File: src/rtl/saadi_pkg.sv
// Shared constants and arithmetic helpers for the SAADI-EC result capture block.
// Helpers work on a 32-bit result / 64-bit quotient container, and callers slice to n.
package saadi_pkg;

  localparam int N_DEF        = 8;
  localparam int FRAC_OUT_DEF = 4;
  localparam int DEPTH_DEF    = 4;

  localparam int MAXW = 32;
  localparam int SW   = 2 * MAXW + 1;

  typedef struct packed {
    logic            sat;
    logic [MAXW-1:0] res;
  } rs_t;

  // Target one-hot count for iteration count t; zero when t is outside the n-bit counter.
  function automatic logic [MAXW-1:0] onehot_target(input int t, input int n);
    logic [MAXW-1:0] one;
    one = MAXW'(1);
    if (t >= 0 && t < n) return one << t;
    return '0;
  endfunction

  // Round half-up to frac fraction bits, then clamp to n unsigned bits.
  function automatic rs_t round_sat(input logic [2*MAXW-1:0] qc, input int n, input int frac);
    int            s;
    logic [SW-1:0] sum;
    logic [SW-1:0] r;
    logic [SW-1:0] lim;
    rs_t           o;
    s   = n - 1 - frac;
    sum = {1'b0, qc};
    if (s > 0) sum = sum + (SW'(1) << (s - 1));
    r   = sum >> s;
    lim = SW'(1) << n;
    if (r >= lim) begin
      o.sat = 1'b1;
      o.res = MAXW'(lim - SW'(1));
    end else begin
      o.sat = 1'b0;
      o.res = r[MAXW-1:0];
    end
    return o;
  endfunction

endpackage

File: src/rtl/saadi_sync_fifo.sv
// Synchronous FIFO with occupancy count; a push into a full FIFO only lands if a pop
// happens in the same cycle, and an empty FIFO never forwards din straight to dout.
module saadi_sync_fifo #(
  parameter int WIDTH = 9,
  parameter int DEPTH = 4
) (
  input  logic                     clk,
  input  logic                     reset,
  input  logic                     push,
  input  logic [WIDTH-1:0]         din,
  input  logic                     pop,
  output logic [WIDTH-1:0]         dout,
  output logic                     full,
  output logic                     empty,
  output logic [$clog2(DEPTH):0]   level
);

  localparam int AW = $clog2(DEPTH);

  logic [WIDTH-1:0] mem [DEPTH];
  logic [AW-1:0]    wr_ptr;
  logic [AW-1:0]    rd_ptr;
  logic [AW:0]      count;
  logic             do_push;
  logic             do_pop;

  assign full    = (count == (AW+1)'(DEPTH));
  assign empty   = (count == '0);
  assign do_pop  = pop && !empty;
  assign do_push = push && (!full || do_pop);
  assign dout    = empty ? '0 : mem[rd_ptr];
  assign level   = count;

  always_ff @(posedge clk) begin
    if (do_push) mem[wr_ptr] <= din;
  end

  // Pointers wrap naturally since DEPTH is a power of two.
  always_ff @(posedge clk) begin
    if (reset) begin
      wr_ptr <= '0;
      rd_ptr <= '0;
      count  <= '0;
    end else begin
      if (do_push) wr_ptr <= wr_ptr + AW'(1);
      if (do_pop)  rd_ptr <= rd_ptr + AW'(1);
      case ({do_push, do_pop})
        2'b10:   count <= count + (AW+1)'(1);
        2'b01:   count <= count - (AW+1)'(1);
        default: count <= count;
      endcase
    end
  end

endmodule

File: src/rtl/saadi_result_capture.sv
// Follows the core's one-hot iteration counter, captures the rounded/saturated quotient
// at the end of each window, and queues results toward the sink.
module saadi_result_capture
  import saadi_pkg::*;
#(
  parameter int n        = N_DEF,
  parameter int FRAC_OUT = FRAC_OUT_DEF,
  parameter int DEPTH    = DEPTH_DEF
) (
  input  logic                   clk,
  input  logic                   reset,
  input  logic [n-1:0]           t,
  input  logic [2*n-1:0]         Qc,
  output logic                   out_valid,
  input  logic                   out_ready,
  output logic [n-1:0]           out_res,
  output logic                   out_sat,
  output logic                   ovf,
  output logic [$clog2(DEPTH):0] level
);

  logic [n-1:0]    cnt;
  logic [MAXW-1:0] target_w;
  logic [n-1:0]    target;
  logic            sample;
  rs_t             rs;
  logic [n:0]      stage;
  logic            stage_v;
  logic [n:0]      head;
  logic            full;
  logic            empty;
  logic            pop;

  assign target_w = onehot_target(int'(32'(t)), n);
  assign target   = target_w[n-1:0];
  assign sample   = (cnt == target);
  assign rs       = round_sat(64'(Qc), n, FRAC_OUT);

  assign pop       = out_ready && !empty;
  assign out_valid = !empty;
  assign out_sat   = head[n];
  assign out_res   = head[n-1:0];

  // A window ends on the compare hit; the counter then restarts at bit1, mirroring the core.
  always_ff @(posedge clk) begin
    if (reset) begin
      cnt     <= n'(1);
      stage   <= '0;
      stage_v <= 1'b0;
      ovf     <= 1'b0;
    end else begin
      cnt     <= sample ? n'(2) : {cnt[n-2:0], cnt[n-1]};
      stage_v <= sample;
      if (sample) stage <= {rs.sat, rs.res[n-1:0]};
      if (stage_v && full && !pop) ovf <= 1'b1;
    end
  end

  saadi_sync_fifo #(
    .WIDTH(n + 1),
    .DEPTH(DEPTH)
  ) u_fifo (
    .clk  (clk),
    .reset(reset),
    .push (stage_v),
    .din  (stage),
    .pop  (pop),
    .dout (head),
    .full (full),
    .empty(empty),
    .level(level)
  );

endmodule

File: config.mk
export PLATFORM = sky130hd
export DESIGN_NAME = saadi_result_capture
export DESIGN_NICKNAME = d
export VERILOG_FILES = /design/src/rtl/saadi_pkg.sv /design/src/rtl/saadi_sync_fifo.sv /design/src/rtl/saadi_result_capture.sv
export SDC_FILE = /design/constraint.sdc
export NUM_CORES = 1
export LEC_CHECK = 0
export ABC_AREA = 1
export CAP_MARGIN = 20
export CORE_MARGIN = 10
export CORE_UTILIZATION = 57
export CTS_BUF_LIST = sky130_fd_sc_hd__clkbuf_4 sky130_fd_sc_hd__clkbuf_8
export DETAILED_ROUTE_END_ITERATION = 8
export PLACE_DENSITY = 0.82
export SETUP_SLACK_MARGIN = 0.05
export SLEW_MARGIN = 20
export SYNTH_ARGS = -nofsm -noshare
export SYNTH_HDL_FRONTEND = slang
export SYNTH_HIERARCHICAL = 1
export SYNTH_SLANG_ARGS = --single-unit
File: constraint.sdc
create_clock -name clk -period 2.3 [get_ports clk]
set_input_delay 0.345 -clock clk [delete_from_list [all_inputs] [get_ports clk]]
set_output_delay 0.345 -clock clk [all_outputs]
set_load 0.02 [all_outputs]
==> qor.yml <==
status:
  status: "completed"
cells_and_area:
  final_core_util_pct: 73.61
  layout_cells_sized_above_1_pct: 12.83
  sequential_cell_area_sq_um: 1642
  multi_input_area_sq_um: 1241
  nets: 442
  filler_cells: 385
  n_antenna_cell: 0
  areaGrowthSynthToFinish_pct: 22.95
power_and_ir_drop:
  total_leakage_power_nw: 1.549
  power.density_nw_per_um2: 707.7
  worst_ir_drop_vdd_uv: 380.0
cts:
  cts_tree: "built"
  clock_net_sink_count: 64
  post_cts_setup_buffers: 0
  cts_root_buffer: "clkbuf_8"
  htree_num_levels: 3
  clk_pin_slew_ns: 0.07
  tritoncts.num_buffers: 9
  clk_latency_ns: 0.33
  max-clock-path-buffers: 2
synthesis:
  post-synth-top-area-fraction_pct: 34.91
  postSynthAreaPerCell_sq_um: 8.773
  postSynthRegisterBits: 64
  synth_simple_gate_area_share_pct: 29.01
  synth_async_sr_flop_share_pct: 0
  synth-xor-area-share_pct: 1.980
  synth_top_area_cell: "edfxtp_1"
  synth_top_family_by_area: "simple AND/OR/NAND/NOR gates"
  synth_compound_gate_area_share_pct: 5.939
  dominantRegCellSynth: "edfxtp_1"
  syn_nets: 387
  synth_enable_flop_cells: 36
  yosys.cell_types.count: 26
  synth_cells: 353
  netlist_top_cells_area: "edfxtp_1 35%, dfxtp_1 18%, nor2_1 8.1%, nand2_1 7.5%, nand3_1 4.8%"
  yosysWarnings: 6
  yosys-top-cells-count: "67 x nor2_1, 62 x nand2_1, 36 x edfxtp_1, 35 x inv_1, 30 x nand3_1"
  yosys.cell_count.top_type: "nor2_1"
  post_synth_mux_area_share_pct: 0
  synth_area_sq_um: 3097
  yosysSeqAreaShare_pct: 53.01
  synth-adder-area-share_pct: 3.071
timing:
  slew_headroom_pct: 59.52
  achievable-frequency_ghz: 0.4654
  hold_viol_final: 0
  fin_setup_tns_ns: 0
  final-max-slew-violation-count: 0
  fin_worst_skew_ns: 0.009854
  fin_crit_sh_pct: 93.42
  finalSetupViolCount: 0
  max_slew.worst_pin.slew_ns: 0.6066
  fin_crit_ns: 2.149
  rsz0062_at_grt: "false"
critical_path:
  cp-start-kind: "flip-flop"
  critPathKind: "flip-flop to output pin"
  worst_ep_arrival_time_ns: 1.80
  critical_path_peak_fanout: 10
  critPathRequiredTime_ns: 1.96
  type_of_destination_of_the_critical_path: "output pin"
drt:
  route.vias.total: 2440
  iteration_0_drc_markers: 131
  antenna_violating_nets_post_route: 0
  wl_per_cell_um: 12.40
  routed_via_density: 5.052
  drc_errors: 0
  drtPass1Iterations: 4
  routed_wl_mm: 5.991
floorplanning:
  initial_utilization_pct: 59.87
  rows: 26
  die_w_um: 93.71
  die_footprint_sq_um: 8781
  top_ports: 41
  fp.dieH_um: 93.71
  placeableCoreArea_sq_um: 5172
placement:
  globalplace.congestion: 0.8246
  hpwlAfterDp_mm: 4.469
  place.port_buffers: 38
global_route:
  global_route.usage.total_pct: 14.37
  grt_antenna_before_repair: 0
  grt_max_degree: 21
  first_pass_grt_wire_length_mm: 10.08
  grt_overflow: 0
  grt_pass1_vias: 2248
worst_hold_path:
  timing.hold.worst.class: "flip-flop to flip-flop"
run:
  maxCapViolations: 0
==> power breakdown <==
group / internal, W / switching [W] / total (W)
Combinational: 0.000156 / 0.000204 / 0.000361
Clock: 0.000641 / 0.000382 / 0.00102
Sequential: 0.00127 / 0.0000438 / 0.00131
Total: 0.00206 / 0.000630 / 0.00269
==> cells in the final DEF (no fill, tap or decap), types with 4 or more instances in the layout <==
master	n
o21ai_1	10
nand4_1	9
edfxtp_1	36
buf_4	12
nand2_2	4
nand3_1	30
clkdlybuf4s50_1	29
nand2_1	62
nand3b_1	4
dlygate4sd2_1	9
o21ai_0	10
nor2_2	7
ha_1	6
inv_1	35
nor2_1	66
clkbuf_8	9
a21oi_1	15
dfxtp_1	28
nor2_4	4
xnor2_1	5
nand3_2	6
==> what timing repair did <==
item                                    in CTS  in global routing
endpoints found under the hold margin        0                  0
resized for setup                            9                  1
hold buffers                                 0                  0
endpoints found under the setup margin       9                  1
==> per-stage QoR <==
| stage | power, W | hold slack, ns | setup slack, ns | std cells | cell area, sq um |
|---|---|---|---|---|---|
| 2_1_floorplan | 0.001540 | 0.4074 | 0.1320 | 353 | 3097 |
| 3_3_place_gp | 0.001698 | 0.4384 | 0.06141 | 467 | 3601 |
| 3_5_place_dp | 0.001712 | 0.4443 | 0.03766 | 467 | 3601 |
| 4_1_cts | 0.002717 | 0.4586 | 0.1284 | 483 | 3805 |
| 5_1_grt | 0.002809 | 0.4854 | 0.04984 | 483 | 3807 |
| 6_report | 0.002694 | 0.4515 | 0.1514 | 483 | 3807 |
==> worst max-delay path, stage by stage (launching register included) <==
cell	delay, ns
dfxtp_1	0.44
nor2_4	0.07
nand2_2	0.09
inv_2	0.05
buf_4	0.17
inv_1	0.06
clkdlybuf4s50_1	0.59
==> cells by family (layout without fill, tap and decap cells) <==
group                    after synthesis  after routing
XOR/XNOR                               7              7
adder cells (fa/ha/maj)                7              7
AND/OR/NAND/NOR                      194            194
flip-flops                            64             64
AO/OA/AOI/OAI                         36             36
buffers and inverters                 45            105
==> sequential cells by signal, indices dropped and copies added (netlist names), named ones only <==
name	flops
stage_v	1
u_fifo/wr_ptr	2
ovf	1
u_fifo/rd_ptr	2
stage	9
u_fifo/mem	36
u_fifo/level	3
cnt	8
==> area by class of cell <==
| type | count | area share, % |
|---|---|---|
| sequential | 64 | 43.12 |
| multi-input combinational | 244 | 32.60 |
| timing repair buffer | 51 | 12.59 |
| clock buffer | 12 | 3.845 |
| inverter | 38 | 3.746 |
| tap | 70 | 2.300 |
| clock inverter | 4 | 1.807 |
==> routing by layer <==
metal,wire [um],global-route usage (%)
met5,0,0
met4,117,8.101
met2,2969,25.00
met3,343,3.437
met1,2561,15.62
==> path summary, 6_finish.rpt <==
kind / end / slack, ns / depth (start not counted) / start
max: out_valid / 0.15 / 6 / u_fifo/level[1]
min: cnt[6] / 0.45 / 2 / cnt[5]
max reg2reg: u_fifo/level[2] / 0.18 / 16 / u_fifo/level[1]
min reg2reg: cnt[6] / 0.45 / 2 / cnt[5]
No activity file was read; power rests on OpenSTA's default activity.
==> patch 1, RTL diff (config.mk and constraints unchanged) <==
The package constant `DEPTH_DEF` goes from 4 to 2.
--- a/src/rtl/saadi_pkg.sv
+++ b/src/rtl/saadi_pkg.sv
@@ -4,7 +4,7 @@
 
   localparam int N_DEF        = 8;
   localparam int FRAC_OUT_DEF = 4;
-  localparam int DEPTH_DEF    = 4;
+  localparam int DEPTH_DEF    = 2;
 
   localparam int MAXW = 32;
   localparam int SW   = 2 * MAXW + 1;
Ports: changed (resized level); port bits go from 41 to 40. The function was not compared with the original's and may differ.
==> patch 1 against the unedited design <==
  * Sequential cell count fell by 22
  * Clock power fell by 44%
  * Highest routed layer unchanged
  * First-iteration DRC count is 50% lower
  * Count of clock-buffer cells in the layout decreased by 6
  * Via count is 27% lower
  * Global-route usage shrank 1.1 points
  * Design area shrank 30%
  * Synthesized area is 33% lower
  * Worst setup slack better by 0.033 ns
  * Power decreased by 39%
  * Core utilization increased by 4.1 points
  * Routed wire length down 34%
==> patch 1: results (changes against the unedited design) <==
* CP max stage delay at 0.57 ns (was 0.59 ns)
* Vias at 1772 (was 2440)
* Int Pwr at 0.00127 W (was 0.00206 W)
* Clk root buf: clkbuf_8 (unchanged)
* Diode count at 0 (unchanged)
* Largest registers: u_fifo/mem (18), stage (9), cnt (8) (was u_fifo/mem (36), stage (9), cnt (8))
* Clock skew at 0.00233 ns (was 0.00985 ns)
* Post-synth EDFFs at 18 (was 36)
* Worst slack at placement at 0.0962 ns (was 0.0377 ns)
* Number of buffers added on ports at 37 (was 38)
* Post-synthesis cell count at 260 (was 353)
* Post-placement cell count at 346 (was 467)
* Worst VDD drop at 0.461 mV (was 0.380 mV)
* Mapped Nets at 288 (was 387)
* Commonest cells in the netlist: 75 x nand2_1, 29 x nand3_1, 24 x dfxtp_1, 24 x inv_1, 24 x nor2_1 (was 67 x nor2_1, 62 x nand2_1, 36 x edfxtp_1, 35 x inv_1, 30 x nand3_1)
* Layout Nets at 335 (was 442)
* Total GRT Usage at 13.3% (was 14.4%)
* Max-slew violation count at 0 (unchanged)
* Cell leakage power at 1.07 nW (was 1.55 nW)
* Gpl congestion at 0.870 (was 0.825)
* Max FO, Critical Path at 12 (was 10)
* Htree depth at 2 (was 3)
* Distinct cell type count after synthesis at 26 (unchanged)
* Warnings, synthesis at 6 (unchanged)
* Hold Path Class: flop to flop (unchanged)
* Critical Path AT at 1.77 ns (was 1.80 ns)
* First-pass GRT wire length at 6930 um (was 10100 um)
* CTS resizes at 0 (was 9)
* Ys async rst share at 0% (unchanged)
* Reg clk slew, reported paths at 0.07 ns (about the same)
* Fin Setup TNS at 0 ns (unchanged)
* Antenna violations before repair at 0 (unchanged)
* Synth area leaders: edfxtp_1 26%, dfxtp_1 23%, nand2_1 13% (was edfxtp_1 35%, dfxtp_1 18%, nor2_1 8.1%)
* Post-DP HPWL at 3180 um (was 4470 um)
* Routed WL at 3950 um (was 5990 um)
* Compound-Gate Fraction of Synth Area at 4.55% (was 5.94%)
* Slowest CP cell: clkdlybuf4s50_1 (unchanged)
* Synth Area in XOR/XNOR at 2.93% (was 1.98%)
* Clock Latency Late Sink at 0.29 ns (was 0.33 ns)
* Post-synthesis mux area share at 0% (unchanged)
* Largest net degree at the start of global routing at 14 (was 21)
* Most used DFF post-synth: dfxtp_1 (was edfxtp_1)
* 1st-iter DRT viols at 65 (was 131)
* Setup Fix Bufs, Post-CTS at 0 (unchanged)
* Share of layout cells above drive strength 1 at 12.0% (was 12.8%)
* Post-synthesis adder-cell area fraction at 0.599% (was 3.07%)
* Worst relative slew slack at 68.2% (was 59.5%)
* Finished Layout Cells at 354 (was 483)
* Clock buffer depth at 2 (unchanged)
* Vias in the first global route at 1693 (was 2248)
* First-pass detailed-route iteration total at 4 (unchanged)
* Status: completed (unchanged)
* Seq/Total Area, Yosys at 48.9% (was 53.0%)
* CP delay by family, top: buffers and inverters (unchanged)
* CTS Buf Count at 5 (was 9)
-- patch 1: cell types whose count changed after synthesis, moves of 9 or more --
| cell | unedited run | this run |
|---|---|---|
| edfxtp_1 | 36 | 18 |
| inv_1 | 35 | 24 |
| o21ai_0 | 10 | 1 |
| nor2_1 | 67 | 24 |
| nand2_1 | 62 | 75 |
| o21ai_1 | 10 | 1 |
-- patch 1: final timing paths --
kind	end	slack, ns	start	cells past startpoint
max	out_res[1]	0.18	u_fifo/level[0]	3
min	cnt[5]	0.46	cnt[4]	2
max reg2reg	u_fifo/mem[0][5]	0.49	u_fifo/level[0]	7
min reg2reg	cnt[5]	0.46	cnt[4]	2
-- patch 1: cells by family after synthesis --
group | count (synthesis)
simple gates | 162
fa+ha+maj | 1
buf+inv | 30
xor+xnor | 7
compound gates | 18
flops | 42
-- patch 1: area by class of cell --
cell class / instances / area (sq um)
clock buffers: 6 / 76.3
fillers: 255 / 768
clock inverters: 2 / 37.5
repair buffers: 45 / 443
inverters: 25 / 93.8
well taps: 46 / 57.6
flip-flops and latches: 42 / 1020
multi-input cells: 188 / 945
-- patch 1: metal layers --
| metal | track usage, % | routed length, um |
|---|---|---|
| met1 | 13.4 | 1630 |
| met2 | 24.0 | 1980 |
| met3 | 5.23 | 283 |
| met4 | 4.75 | 45 |
| met5 | 0 | 0 |
-- patch 1: worst register-to-register path, delay by kind of cell (launching register included) --
| family | cells | cell delay, ns |
|---|---|---|
| flip-flops | 1 | 0.37 |
| buffers and inverters | 2 | 0.34 |
| AND/OR/NAND/NOR | 5 | 0.85 |
-- patch 1: power groups by stage --
stage / clock network [W] / registers (W) / logic (W)
after floorplan: 0 / 0.000858 / 0.000125
after global routing: 0.000611 / 0.000851 / 0.000255
after global placement: 0 / 0.000861 / 0.000226
after CTS: 0.000581 / 0.000846 / 0.000232
final: 0.000569 / 0.000846 / 0.000229
after detailed placement: 0 / 0.000863 / 0.000231
-- patch 1: per-stage QoR --
step | power [W] | instance area [sq um]
floorplan | 0.000983 | 2090
global placement | 0.00109 | 2560
detailed placement | 0.00109 | 2560
CTS | 0.00166 | 2670
global route | 0.00172 | 2670
finish | 0.00164 | 2670
==> patch 2, RTL diff (same settings) <==
Made on the original files. Make the reset (`reset`) asynchronous in 2 clocked blocks.
--- a/src/rtl/saadi_sync_fifo.sv
+++ b/src/rtl/saadi_sync_fifo.sv
@@ -36,7 +36,7 @@
   end
 
   // Pointers wrap naturally since DEPTH is a power of two.
-  always_ff @(posedge clk) begin
+  always_ff @(posedge clk or posedge reset) begin
     if (reset) begin
       wr_ptr <= '0;
       rd_ptr <= '0;
--- a/src/rtl/saadi_result_capture.sv
+++ b/src/rtl/saadi_result_capture.sv
@@ -42,7 +42,7 @@
   assign out_res   = head[n-1:0];
 
   // A window ends on the compare hit; the counter then restarts at bit1, mirroring the core.
-  always_ff @(posedge clk) begin
+  always_ff @(posedge clk or posedge reset) begin
     if (reset) begin
       cnt     <= n'(1);
       stage   <= '0;
Behaviour: differs if reset is asserted again (counterexample within 4 cycles, from zero or initial values and one cycle with reset high); with reset held inactive, the same outputs for 10 cycles.
==> patch 2 against the unedited design <==
  * Synthesized area increased by 7.0%
  * Count of clock-buffer cells in the layout decreased by 1
  * Sequential cell count decreased by 2
  * Clock skew decreased by 0.00062 ns
  * Routed wire length increased by 8.1%
  * Design area increased by 6.8%
  * Final cell count increased by 11%
  * Register-to-register slack improved by 0.04 ns
  * Worst setup slack improved by 0.057 ns
  * Core utilization decreased by 0.68 points
  * Via count increased by 8.0%
Power is not compared: it rests on default switching activity, and its combinational part moved more than twofold at a synthesized area within 25%.
==> patch 2: results (changes against the unedited design) <==
* M3 GR Usage at 4.82% (was 3.44%)
* Commonest cells in the netlist: 117 x nand2_1, 78 x inv_1, 56 x nand3_1, 36 x edfxtp_1 (was 67 x nor2_1, 62 x nand2_1, 36 x edfxtp_1, 35 x inv_1, 30 x nand3_1)
* Vias at 2636 (was 2440)
* Slowest CP cell: dfrtp_1 (was clkdlybuf4s50_1)
* Clock skew at 0.00923 ns (was 0.00985 ns)
* Cell count of the worst reg-to-reg path at 14 (was 16)
* Core Region at 0.00557 sq mm (was 0.00517 sq mm)
* Routed wl met2 at 3310 um (was 2970 um)
* Status: completed (unchanged)
* DR WL/cell at 12.1 um (was 12.4 um)
* First-pass GRT wire length at 10800 um (was 10100 um)
* Hold Path Class: primary input to asynchronous set/reset pin (was flop to flop)
* Compound-Gate Fraction of Synth Area at 2.04% (was 5.94%)
* Layout Nets at 493 (was 442)
* Largest net degree at the start of global routing at 20 (was 21)
* Critical Path AT at 1.75 ns (was 1.80 ns)
* Grt met1 use at 16.2% (was 15.6%)
* Reg2Reg Capture Point: u_fifo/level[2] (unchanged)
* Post-DP HPWL at 4900 um (was 4470 um)
* Share of layout cells above drive strength 1 at 10.8% (was 12.8%)
* Cell area after placement at 0.00386 sq mm (was 0.00360 sq mm)
* CP Launch Point: u_fifo/rd_ptr[0] (was u_fifo/level[1])
* Total GRT Usage at 14.9% (was 14.4%)
* Synth area leaders: edfxtp_1 33%, dfrtp_1 19%, nand2_1 13% (was edfxtp_1 35%, dfxtp_1 18%, nor2_1 8.1%)
* CP max stage delay at 0.39 ns (was 0.59 ns)
* Distinct cell type count after synthesis at 27 (was 26)
* Ys async rst share at 41.9% (was 0%)
* Wire length on met1 at 2630 um (was 2560 um)
* CP endpoint: out_res[0] (was out_valid)
* Gpl congestion at 0.835 (was 0.825)
* Flop-to-flop setup slack at 0.22 ns (was 0.18 ns)
-- patch 2: stage by stage --
stage / power [W] / setup slack, ns
2_1_floorplan: 0.00124 / 0.126
6_report: 0.00229 / 0.209
3_5_place_dp: 0.00130 / 0.0476
3_3_place_gp: 0.00130 / 0.115
4_1_cts: 0.00231 / 0.0831
5_1_grt: 0.00237 / 0.0679
-- patch 2: cell type report --
type	instances	area, sq um
fillers	427	1510
flip-flops and latches	62	1730
multi-input cells	250	1230
repair buffers	53	484
well taps	72	90.1
inverters	83	312
clock inverters	5	73.8
clock buffers	11	139
-- patch 2: worst min-delay path by stage --
stage | to | depth (start not counted) | slack, ns | start
finish | u_fifo/level[2] | 2 | 0.27 | reset
global route | u_fifo/wr_ptr[0] | 2 | 0.28 | reset
CTS | u_fifo/wr_ptr[0] | 2 | 0.27 | reset
detailed placement | ovf | 1 | 0.47 | ovf
global placement | ovf | 1 | 0.46 | ovf
floorplan | u_fifo/level[0] | 1 | 0.15 | reset
